[config.mk]
export PLATFORM = sky130hd
export DESIGN_NAME = sim_host_sequencer
export DESIGN_NICKNAME = d
export VERILOG_FILES = /design/src/rtl/sim_host_sequencer_pkg.sv /design/src/rtl/sim_host_sequencer_resp.sv /design/src/rtl/sim_host_sequencer.sv
export SDC_FILE = /design/constraint.sdc
export NUM_CORES = 1
export LEC_CHECK = 0
export BUFFER_PORTS_ARGS = -buffer_cell sky130_fd_sc_hd__buf_2
export CAP_MARGIN = 10
export CELL_PAD_IN_SITES_DETAIL_PLACEMENT = 0
export CELL_PAD_IN_SITES_GLOBAL_PLACEMENT = 1
export CORE_AREA = 10 10 178 180
export CTS_BUF_LIST = sky130_fd_sc_hd__clkbuf_2
export DETAILED_ROUTE_END_ITERATION = 16
export DIE_AREA = 0 0 188 190
export GPL_TIMING_DRIVEN = 0
export PLACE_DENSITY = 0.86
export SLEW_MARGIN = 20
export SYNTH_ARGS = -nofsm -noshare
export SYNTH_HDL_FRONTEND = slang
export SYNTH_SLANG_ARGS = --single-unit
[constraint.sdc]
create_clock -name clk -period 20 [get_ports clk]
set_clock_uncertainty 0.15 [all_clocks]
set_input_delay 2 -clock clk [delete_from_list [all_inputs] [get_ports clk]]
set_output_delay 2 -clock clk [all_outputs]
set_load 0.02 [all_outputs]
[src/rtl/sim_host_sequencer_pkg.sv]
// Shared types and constants for the simulation host sequencer slice.
package sim_host_sequencer_pkg;

    localparam int unsigned COUNT_W    = 28;
    localparam int unsigned RESP_WORDS = 4;

    typedef enum logic [2:0] {
        IDLE,
        HDR_CNT,
        HDR_ADDR,
        DATA_WAIT,
        ISSUE,
        HOLD,
        BUS_RST
    } cmd_state_t;

    typedef enum logic {
        R_IDLE,
        R_DRAIN
    } resp_state_t;

    // A zero count still carries one data word.
    function automatic logic [COUNT_W-1:0] frame_len(input logic [COUNT_W-1:0] cnt);
        return (cnt == '0) ? COUNT_W'(1) : cnt;
    endfunction

endpackage

[src/rtl/sim_host_sequencer_resp.sv]
// Response latch, 4-word drain FSM and sticky overflow flag.
module sim_resp_serializer
    import sim_host_sequencer_pkg::*;
(
    input  logic               clk,
    input  logic               rst,
    input  logic               i_sim_out_en,
    input  logic [31:0]        i_sim_out_status,
    input  logic [31:0]        i_sim_out_address,
    input  logic [31:0]        i_sim_out_data,
    input  logic [COUNT_W-1:0] i_sim_out_data_count,
    output logic               o_sim_out_ready,
    output logic               o_out_valid,
    input  logic               i_out_ready,
    output logic [31:0]        o_out_word,
    output logic               o_overflow
);

    resp_state_t        state, state_nxt;
    logic [1:0]         idx;
    logic [31:0]        r_status, r_address, r_data;
    logic [COUNT_W-1:0] r_count;
    logic               fire;

    always_ff @(posedge clk or posedge rst) begin
        if (rst) state <= R_IDLE;
        else     state <= state_nxt;
    end

    always_comb begin
        state_nxt       = state;
        o_out_valid     = (state == R_DRAIN);
        o_sim_out_ready = (state == R_IDLE) && !rst;
        fire            = o_out_valid && i_out_ready;
        o_out_word      = '0;
        if (o_out_valid) begin
            case (idx)
                2'd0:    o_out_word = r_status;
                2'd1:    o_out_word = r_address;
                2'd2:    o_out_word = r_data;
                default: o_out_word = {4'h0, r_count};
            endcase
        end
        case (state)
            R_IDLE:  if (i_sim_out_en) state_nxt = R_DRAIN;
            R_DRAIN: if (fire && idx == 2'(RESP_WORDS - 1)) state_nxt = R_IDLE;
            default: state_nxt = R_IDLE;
        endcase
    end

    always_ff @(posedge clk or posedge rst) begin
        if (rst) begin
            idx        <= '0;
            r_status   <= '0;
            r_address  <= '0;
            r_data     <= '0;
            r_count    <= '0;
            o_overflow <= 1'b0;
        end else if (state == R_IDLE) begin
            if (i_sim_out_en) begin
                idx       <= '0;
                r_status  <= i_sim_out_status;
                r_address <= i_sim_out_address;
                r_data    <= i_sim_out_data;
                r_count   <= i_sim_out_data_count;
            end
        end else begin
            if (i_sim_out_en) o_overflow <= 1'b1;
            if (fire)         idx <= idx + 2'd1;
        end
    end

endmodule

[src/rtl/sim_host_sequencer.sv]
// Frames a 32-bit word stream into Nysa host commands and drives the sim host handshake.
module sim_host_sequencer #(
    parameter int unsigned HOLDOFF      = 2,
    parameter int unsigned RESET_CYCLES = 4
) (
    input  logic        clk,
    input  logic        rst,
    input  logic        i_host_reset_req,
    input  logic        i_in_valid,
    output logic        o_in_ready,
    input  logic [31:0] i_in_word,
    output logic        o_sim_in_reset,
    output logic        o_sim_in_ready,
    output logic [31:0] o_sim_in_command,
    output logic [31:0] o_sim_in_address,
    output logic [31:0] o_sim_in_data,
    output logic [31:0] o_sim_in_data_count,
    input  logic        i_sim_master_ready,
    output logic        o_sim_out_ready,
    input  logic        i_sim_out_en,
    input  logic [31:0] i_sim_out_status,
    input  logic [31:0] i_sim_out_address,
    input  logic [31:0] i_sim_out_data,
    input  logic [27:0] i_sim_out_data_count,
    output logic        o_out_valid,
    input  logic        i_out_ready,
    output logic [31:0] o_out_word,
    output logic        o_overflow
);
    import sim_host_sequencer_pkg::*;

    cmd_state_t         state, state_nxt;
    logic [COUNT_W-1:0] remaining;
    logic [3:0]         hold_cnt;
    logic [7:0]         rst_cnt;
    logic               accept;

    always_ff @(posedge clk or posedge rst) begin
        if (rst) state <= IDLE;
        else     state <= state_nxt;
    end

    always_comb begin
        state_nxt      = state;
        o_in_ready     = ((state == IDLE) || (state == HDR_CNT) || (state == HDR_ADDR) ||
                          (state == DATA_WAIT)) && !i_host_reset_req && !rst;
        accept         = o_in_ready && i_in_valid;
        o_sim_in_ready = (state == ISSUE) && i_sim_master_ready && !i_host_reset_req;
        o_sim_in_reset = (state == BUS_RST);
        if (i_host_reset_req) begin
            state_nxt = BUS_RST;
        end else begin
            case (state)
                IDLE:      if (accept) state_nxt = HDR_CNT;
                HDR_CNT:   if (accept) state_nxt = HDR_ADDR;
                HDR_ADDR:  if (accept) state_nxt = DATA_WAIT;
                DATA_WAIT: if (accept) state_nxt = ISSUE;
                ISSUE:     if (o_sim_in_ready) state_nxt = HOLD;
                HOLD:      if (hold_cnt == '0) state_nxt = (remaining != '0) ? DATA_WAIT : IDLE;
                BUS_RST:   if (rst_cnt == '0) state_nxt = IDLE;
                default:   state_nxt = IDLE;
            endcase
        end
    end

    // Hold and reset counters are preloaded with length-1 so the state lasts exactly that many cycles.
    always_ff @(posedge clk or posedge rst) begin
        if (rst) begin
            remaining           <= '0;
            hold_cnt            <= '0;
            rst_cnt             <= '0;
            o_sim_in_command    <= '0;
            o_sim_in_address    <= '0;
            o_sim_in_data       <= '0;
            o_sim_in_data_count <= '0;
        end else if (i_host_reset_req) begin
            remaining <= '0;
            rst_cnt   <= 8'(RESET_CYCLES - 1);
        end else begin
            if (accept) begin
                case (state)
                    IDLE:      o_sim_in_command <= i_in_word;
                    HDR_CNT: begin
                        o_sim_in_data_count <= {4'h0, i_in_word[COUNT_W-1:0]};
                        remaining           <= frame_len(i_in_word[COUNT_W-1:0]);
                    end
                    HDR_ADDR:  o_sim_in_address <= i_in_word;
                    DATA_WAIT: o_sim_in_data    <= i_in_word;
                    default: ;
                endcase
            end
            if (o_sim_in_ready) begin
                remaining <= remaining - COUNT_W'(1);
                hold_cnt  <= 4'(HOLDOFF - 1);
            end else if (state == HOLD && hold_cnt != '0) begin
                hold_cnt <= hold_cnt - 4'd1;
            end
            if (state == BUS_RST && rst_cnt != '0) rst_cnt <= rst_cnt - 8'd1;
        end
    end

    sim_resp_serializer u_resp (
        .clk                  (clk),
        .rst                  (rst),
        .i_sim_out_en         (i_sim_out_en),
        .i_sim_out_status     (i_sim_out_status),
        .i_sim_out_address    (i_sim_out_address),
        .i_sim_out_data       (i_sim_out_data),
        .i_sim_out_data_count (i_sim_out_data_count),
        .o_sim_out_ready      (o_sim_out_ready),
        .o_out_valid          (o_out_valid),
        .i_out_ready          (i_out_ready),
        .o_out_word           (o_out_word),
        .o_overflow           (o_overflow)
    );

endmodule

Yosys cells after proc, flatten, opt, wreduce, memory -nomap -nowiden:

Index checks and enable logic that the tools add are counted.

* $add $sub $neg: 4
* eq/ne operators: 17
* mux-type cells: 27
* bitwise gates (word level): 2
* reduce and logical (&&, ||, !) cells: 38

Operator list (count)
* 28-bit 2-to-1 mux: 5
* 32-bit case mux with 3 select lines: 1
* 32-bit 2-to-1 mux: 1
* 28-bit logical NOT: 1
* 28-bit nonzero test: 1
* 28-bit by 1-bit subtractor with 28-bit output (second input constant): 1
* 3-bit 2-to-1 mux: 8
* 3-bit case mux with 7 select lines: 1
* 3-bit != test (second input constant): 6
* 8-bit 2-to-1 mux: 2
* 3-bit AND reduction: 4
* 1-bit logical AND: 10
* 2-bit AND reduction: 5
* 3-bit equality test (second input constant): 3
* 8-bit logical NOT: 1
* 2-bit 2-to-1 mux: 4
* 4-bit 2-to-1 mux: 2
* 8-bit nonzero test: 1
* 8-bit by 1-bit subtractor with 8-bit output (second input constant): 1
* 7-bit AND reduction: 1
* 3-bit by 2-bit equality test with 1-bit output (second input constant): 2
* 2-bit nonzero test: 3
* 3-bit nonzero test: 2
* 2-bit equality test (second input constant): 2
* other kinds (15): 20

* bits in registers: 295
* bits of input ports: 163
* output and inout bits: 166
* logic and storage cells: 103

Logic depth before layout (Yosys ltp):

Gate-level depths: netlist of the first run.

* word-level depth: 10
* mapped depth: 8
* depth with buffers taken out: 7

Cells and area by module:

Synthesis of the first run repeated with hierarchy kept, for this count alone.

* cell total of the unflattened synthesis: 1061
* area, all modules: 13347.8 um^2

Modules (own cells, without submodules)
* sim_host_sequencer: times used 1, cells an instance 635, area each 7327.0 um^2, sequential area each 4179.0 um^2
* sim_resp_serializer: times used 1, cells an instance 426, area each 6020.8 um^2, sequential area each 3203.1 um^2

Worst setup path before layout of the first run:

Ideal clock, no wire load.

* path kind: in2out
* start: input port i_sim_master_ready
* end: output port o_sim_in_ready
* data arrival time: 2.750 ns
* data required time: 17.850 ns
* slack: 15.100 ns
* stages on the path: 4
* buffers on the path: 1
* cell sequence: nor4bb_1 -> buf_2 -> nand2_1 -> clkinv_1

* cells in the longest elaborated chain, start to end: 2

RTL lines
* start, declared: line sim_host_sequencer.sv:18 `input logic i_sim_master_ready,`
* 1-bit logical AND (2 in a row): line sim_host_sequencer.sv:48 `o_sim_in_ready = (state == ISSUE) && i_sim_master_ready && !i_host_reset_req;`
* end, declared: line sim_host_sequencer.sv:13 `output logic o_sim_in_ready,`

Every way passes these cells.

Worst setup path in the final report of the first run:

Ends and elaborated chain as after synthesis.

==> results of run 1 <==
==> registers in the layout (all words and copies together), names as in the netlist, 32 cells and up <==
signal            cells
o_sim_in_address     32
u_resp.r_address     32
u_resp.r_status      32
o_sim_in_data        32
u_resp.r_data        32
o_sim_in_command     32
==> synth_stat cells, types with 10 or more instances <==
master    number  share of area [%]
nor4_1        16               0.77
dfrtp_1      295                 57
nand3_1       14               0.54
a222oi_1      32                2.5
o21ai_0       51                2.0
a31oi_1       12               0.58
inv_1         14               0.40
a21oi_1       16               0.62
ha_1          11                1.1
nor3_1        11               0.42
and2_1        28                1.3
mux2_2       221                 19
nand2_1      134                3.9
nor2_1        42                1.2
o311ai_0      10               0.67
clkbuf_1      49                1.4
==> cell type report <==
| type | count | area (um^2) |
|---|---|---|
| repair buffers | 325 | 1672 |
| flip-flops and latches | 295 | 7382 |
| inverters | 16 | 67.56 |
| clock inverters | 16 | 108.9 |
| plain buffers | 70 | 330.3 |
| clock buffers | 119 | 595.6 |
| diodes | 2 | 5.005 |
| well taps | 384 | 480.5 |
| multi-input cells | 689 | 5230 |
| fillers | 2544 | 12370 |
==> through the flow <==
step,util [%],std cells
3_3_place_gp,53.47,1777
5_1_grt,56.21,1916
4_1_cts,56.19,1914
6_report,56.21,1916
3_5_place_dp,53.70,1779
2_1_floorplan,-,1070
==> kinds of logic after synthesis <==
kind of cell | after synthesis | synth area share, %
fa+ha+maj | 11 | 1.059
mux | 223 | 19.31
buf+inv | 86 | 3.005
xor+xnor | 10 | 0.6741
flops | 295 | 56.82
other cells | 1 | 0.02887
compound gates | 143 | 7.686
simple gates | 298 | 11.41
==> critical path, stage by stage <==
cell and delay (ns):
buf_2 0.12, nor4bb_1 0.29, buf_2 0.31, nand2_1 0.14
clkinv_1 0.26, buf_2 0.25
==> power by group through the flow <==
stage               sequential (mW)  combinational [mW]  clock (mW)
global route                  0.992                1.20       0.469
floorplan                      1.05               0.651           0
global placement              0.959                1.09           0
CTS                           0.962                1.11       0.439
detailed placement            0.972                1.11           0
finish                        0.964                1.11       0.423
==> layer usage <==
metal	GRT usage [%]	vias up	share of wire [%]
li1	-	4707	-
met1	26.30	5192	40
met2	36.29	473	48
met3	7.195	87	8.9
met4	7.938	6	2.7
met5	0	-	0.092
==> worst paths after layout <==
path | end | slack, ns | cells past startpoint
worst max-delay path | o_sim_in_ready | 14.48 | 6
worst min-delay path | u_resp.o_overflow | 0.31 | 1
worst max register to register | u_resp.r_status[3] | 17.07 | 6
worst min register to register | u_resp.o_overflow | 0.31 | 1
max in group asynchronous | o_sim_in_address[13] | 17.12 | 4
min in group asynchronous | u_resp.r_count[11] | 1.14 | 2
==> impl_metrics.py, run 1 <==
metrics = {
    "setup_path": {
        "ff_to_ff_start": "u_resp.o_out_valid",
        "arrival_ns": 3.37,
        "worstSetupPathType": "in -> out",
        "end_kind": "output port",
        "startpoint_type": "input port",
        "worst-endpoint-required_ns": 17.85,
        "crit_path_max_fanout": 10,
        "startpoint": "i_sim_master_ready",
    },
    "synth": {
        "seq_area_frac_synth_pct": 56.82,
        "synthesis.area_per_instance_um2": 12.18,
        "dominantRegCellSynth": "dfrtp_1",
        "yosys_warnings": 0,
        "synthArstFlopShare_pct": 100.0,
        "number_of_standard_cells_after_synthesis": 1067,
        "netlist-cell-type-count": 67,
        "mappedNetlistArea_um2": 12990,
        "synth_edf_count": 0,
        "synth.ff_latch_count": 295,
    },
    "clock_network": {
        "post_cts_repair_resize_count": 0,
        "cts_tree": "done",
        "clock_latency_ns": 0.87,
        "post_cts_hold_buffer_count": 0,
        "clock_sinks": 295,
        "clk_path_buf_depth": 3,
        "cts_setup_buffers": 0,
        "clockRootBuffer": "clkbuf_2",
        "cts.clk_slew.worst_paths_ns": 0.08,
        "tritoncts.num_buffers": 78,
        "cts_max_level": 3,
    },
    "final_layout": {
        "num-nets-final": 1649,
        "post_route_cells_drive_above_1_share_pct": 45.88,
        "layout_common_cells": "buf_2 (331), dfrtp_1 (295), mux2_2 (221)",
        "layout.cells.most_common": "buf_2",
        "layout.cell_area.non_filler_um2": 15870,
        "layout-area-overhead-vs-synth_pct": 22.17,
    },
    "detailed_routing": {
        "drc_errors": 0,
        "dr.pass1.iters": 9,
        "wire_per_inst_um": 21.02,
        "wirelength_um": 40270,
        "drt_iter0_markers": 798,
        "drtAntennaViolNets": 0,
        "drt-vias-per-instance": 5.462,
        "num_vias": 10470,
    },
    "timing": {
        "final_max_slew_viol_count": 0,
        "setup_slack_ns": 14.48,
        "slew_headroom_pct": 48.37,
        "setup_viol": 0,
        "hold_viol_final": 0,
        "fin_worst_hold_slack_ns": 0.3107,
        "period_needed_ns": 5.518,
        "fin_setup_tns_ns": 0,
        "grt_setup_unrepaired": "false",
        "timing.fmax_ghz": 0.1812,
        "finalCritPeriodShare_pct": 27.59,
        "tightestPinTransition_ns": 0.7674,
    },
    "placement": {
        "dpl_cell_area_um2": 15160,
        "detailed_place_hpwl_um": 29620,
        "portBuffers": 323,
        "post-place-ws_ns": 14.52,
        "gpl.final_weighted_congestion": 0.8649,
    },
    "floorplan": {
        "core_um2": 28240,
        "die_x_um": 188,
        "rows": 62,
        "die-area_um2": 35720,
        "start_util_pct": 46.01,
        "floorplan.io_pins": 329,
        "dieHeight_um": 190,
    },
    "global_routing": {
        "grt_util_all_layers_pct": 21.93,
        "grt_pass1_vias": 11110,
        "global_route_wire_length_before_repair_um": 62530,
        "grt_start_max_net_pins": 110,
        "grt_remaining_overflow": 0,
        "grt_antenna_before_repair": 5,
    },
    "power_and_ir_drop": {
        "seqPwrFrac_pct": 38.7,
        "peakVddDrop_mv": 0.08151,
        "cellInternalPower_mw": 1.467,
        "power.share.switching_pct": 41.16,
        "pwr_density_cell_nw_per_um2": 157.1,
        "power.static_leakage_nw": 8.020,
        "power.combinational.fraction_pct": 44.4,
        "report.power.total_mw": 2.493,
        "clock_power_share_pct": 17.0,
        "switchingPower_mw": 1.026,
    },
    "run": {
        "timing.max_cap.violations": 0,
    },
    "hold_path": {
        "holdCritStartpoint": "u_resp.o_overflow",
        "min_path_type": "reg -> reg",
    },
    "outcome": {
        "status": "completed",
    },
}
No activity file was read; power rests on OpenSTA's default activity.
==> inputs of run 2 (changes only) <==
- CORE_AREA: 10 10 178 180 -> 10 10 194 196
- DIE_AREA: 0 0 188 190 -> 0 0 204 206
- PLACE_DENSITY: 0.86 -> 0.76
- clock period: 20 -> 5 ns (I/O delays scaled with it)
==> run 2 against run 1 <==
Compared with the run above:
- non-clock buffer count is 172 higher
- flip-flop and latch count stayed put
- worst setup slack lost 13 ns
- sequential power increased to 4.0 times the previous value
- wire length grew 13%
- register-to-register slack worse by 15 ns
- core utilization shrank 3.8 points
- count of clock-buffer cells in the layout up 1
- clock power increased to 4.2 times the previous value
- cell count is 13% higher
- sequential share of layout area fell by 5.0 points
- critical path type is now reg -> out
==> impl_metrics.py, run 2 (same netlist as run 1, synthesis figures left out) <==
metrics = {
    "outcome": {
        "status": "completed",
    },
    "global_routing": {
        "grt_antenna_before_repair": 4,
        "global_route_wire_length_before_repair_um": 70570,
        "grt_util_all_layers_pct": 21.35,
        "grt_remaining_overflow": 0,
        "grt_pass1_vias": 12060,
        "grt_start_max_net_pins": 35,
    },
    "floorplan": {
        "dieHeight_um": 206,
        "start_util_pct": 38.27,
        "die-area_um2": 42020,
        "rows": 68,
        "floorplan.io_pins": 329,
        "die_x_um": 204,
        "core_um2": 33950,
    },
    "detailed_routing": {
        "met2_wirelength_um": 21670,
        "num_vias": 11110,
        "wire_per_inst_um": 20.94,
        "dr.pass1.iters": 8,
        "drt_iter0_markers": 671,
        "routed-wl-met3_um": 3909,
        "drc_errors": 0,
        "wirelength_um": 45320,
        "m1WireLength_um": 18670,
        "topRoutingLayerUsed": "met4",
        "drtAntennaViolNets": 0,
        "drt-vias-per-instance": 5.133,
    },
    "setup_path": {
        "worstSetupPathType": "reg -> out",
        "arrival_ns": 3.13,
        "end_kind": "output port",
        "crit_path_max_fanout": 10,
        "master_of_the_slowest_instance_on_the_critical_path": "buf_1",
        "worst-endpoint-required_ns": 4.35,
        "startpoint_type": "register",
        "critical_path_buf_inv_count": 3,
        "critical_path_cell_sequence": "ha_1 > clkbuf_1 > buf_1 > nand2_1 > o21ai_0 > and2_1 > buf_2",
        "max_stage_delay_ns": 0.51,
        "cp_top_family": "buffers and inverters",
    },
    "placement": {
        "detailed_place_hpwl_um": 32070,
        "portBuffers": 323,
        "dpl_cell_area_um2": 15400,
        "gpl.final_weighted_congestion": 0.8393,
    },
    "power_and_ir_drop": {
        "peakVddDrop_mv": 0.3312,
        "cellInternalPower_mw": 6.025,
        "pwr_density_cell_nw_per_um2": 575.8,
        "clock_power_share_pct": 17.3,
        "seqPwrFrac_pct": 37.7,
        "power.static_leakage_nw": 8.788,
        "power.combinational.fraction_pct": 44.9,
        "power.share.switching_pct": 41.18,
        "switchingPower_mw": 4.218,
    },
    "timing": {
        "setup_viol": 0,
        "tightestPinTransition_ns": 0.8355,
        "slew_headroom_pct": 43.78,
        "fin_setup_tns_ns": 0,
        "grt_setup_unrepaired": "false",
        "final_max_slew_viol_count": 0,
        "period_needed_ns": 3.776,
        "fin_worst_hold_slack_ns": 0.1865,
        "timing.fmax_ghz": 0.2648,
        "hold_viol_final": 0,
        "finalCritPeriodShare_pct": 75.52,
    },
    "run": {
        "timing.max_cap.violations": 0,
    },
    "final_layout": {
        "final_util_pct": 52.41,
        "layout.cell_area.non_filler_um2": 17790,
        "post_route_cells_drive_above_1_share_pct": 41.68,
        "layout_common_cells": "buf_2 (331), dfrtp_1 (295), mux2_2 (221)",
        "num-nets-final": 1824,
        "layout-area-overhead-vs-synth_pct": 36.94,
        "layout.cells.most_common": "buf_2",
        "filler_cell_count": 3016,
    },
    "clock_network": {
        "clock_sinks": 295,
        "clockRootBuffer": "clkbuf_2",
        "cts.clk_slew.worst_paths_ns": 0.09,
        "cts_max_level": 3,
        "clock_latency_ns": 0.91,
        "tritoncts.num_buffers": 81,
        "clk_path_buf_depth": 3,
        "cts_setup_buffers": 0,
        "cts_tree": "done",
        "post_cts_repair_resize_count": 0,
        "post_cts_hold_buffer_count": 164,
    },
    "hold_path": {
        "min_path_type": "in -> reg",
    },
}
## run 2: final timing paths
kind	start	cells past startpoint	slack [ns]	end
max	u_resp.idx[0]	7	1.22	o_out_word[5]
min	i_sim_out_address[11]	3	0.19	u_resp.r_address[11]
max reg2reg	state[2]	5	2.05	o_sim_in_data[4]
min reg2reg	u_resp.o_overflow	1	0.31	u_resp.o_overflow
max in group asynchronous	rst	7	3.05	o_sim_in_command[1]
min in group asynchronous	rst	4	0.74	u_resp.r_count[4]
## run 2: final cells by class
type / count / area [um^2] / share of cell area (%)
Sequential cell: 295 / 7382 / 41.49
Antenna cell: 3 / 7.507 / 0.04220
Multi-Input combinational cell: 689 / 5230 / 29.40
Clock inverter: 19 / 141.4 / 0.7947
Timing Repair Buffer: 497 / 3466 / 19.48
Inverter: 16 / 63.81 / 0.3587
Tap cell: 455 / 569.3 / 3.200
Buffer: 70 / 330.3 / 1.857
Clock buffer: 120 / 600.6 / 3.376
## run 2: worst min-delay path, delay by kind of cell
family / cells / cell delay, ns
buffers and inverters: 2 / 0.62
multiplexers: 1 / 0.13
## run 2: power groups by stage
stage	combinational (mW)	clock [mW]	sequential [mW]
after floorplan	2.61	0	4.21
after global placement	4.42	0	3.85
after detailed placement	4.49	0	3.89
after CTS	4.61	1.85	3.85
after global routing	4.99	1.97	3.97
final	4.60	1.78	3.86
## run 2: per-stage QoR
stage / power [mW] / setup WS, ns / cells
floorplan: 6.812 / 0.4329 / 1070
global placement: 8.267 / -1.529 / 1848
detailed placement: 8.387 / 1.869 / 1858
CTS: 10.31 / 1.097 / 2161
global route: 10.94 / 0.9519 / 2164
finish: 10.24 / 1.224 / 2164
## run 2: metal layers
metal / GRT usage (%) / vias up
li1: - / 5065
met1: 25.78 / 5517
met2: 34.95 / 457
met3: 6.959 / 69
met4: 8.067 / 0
met5: 0 / -
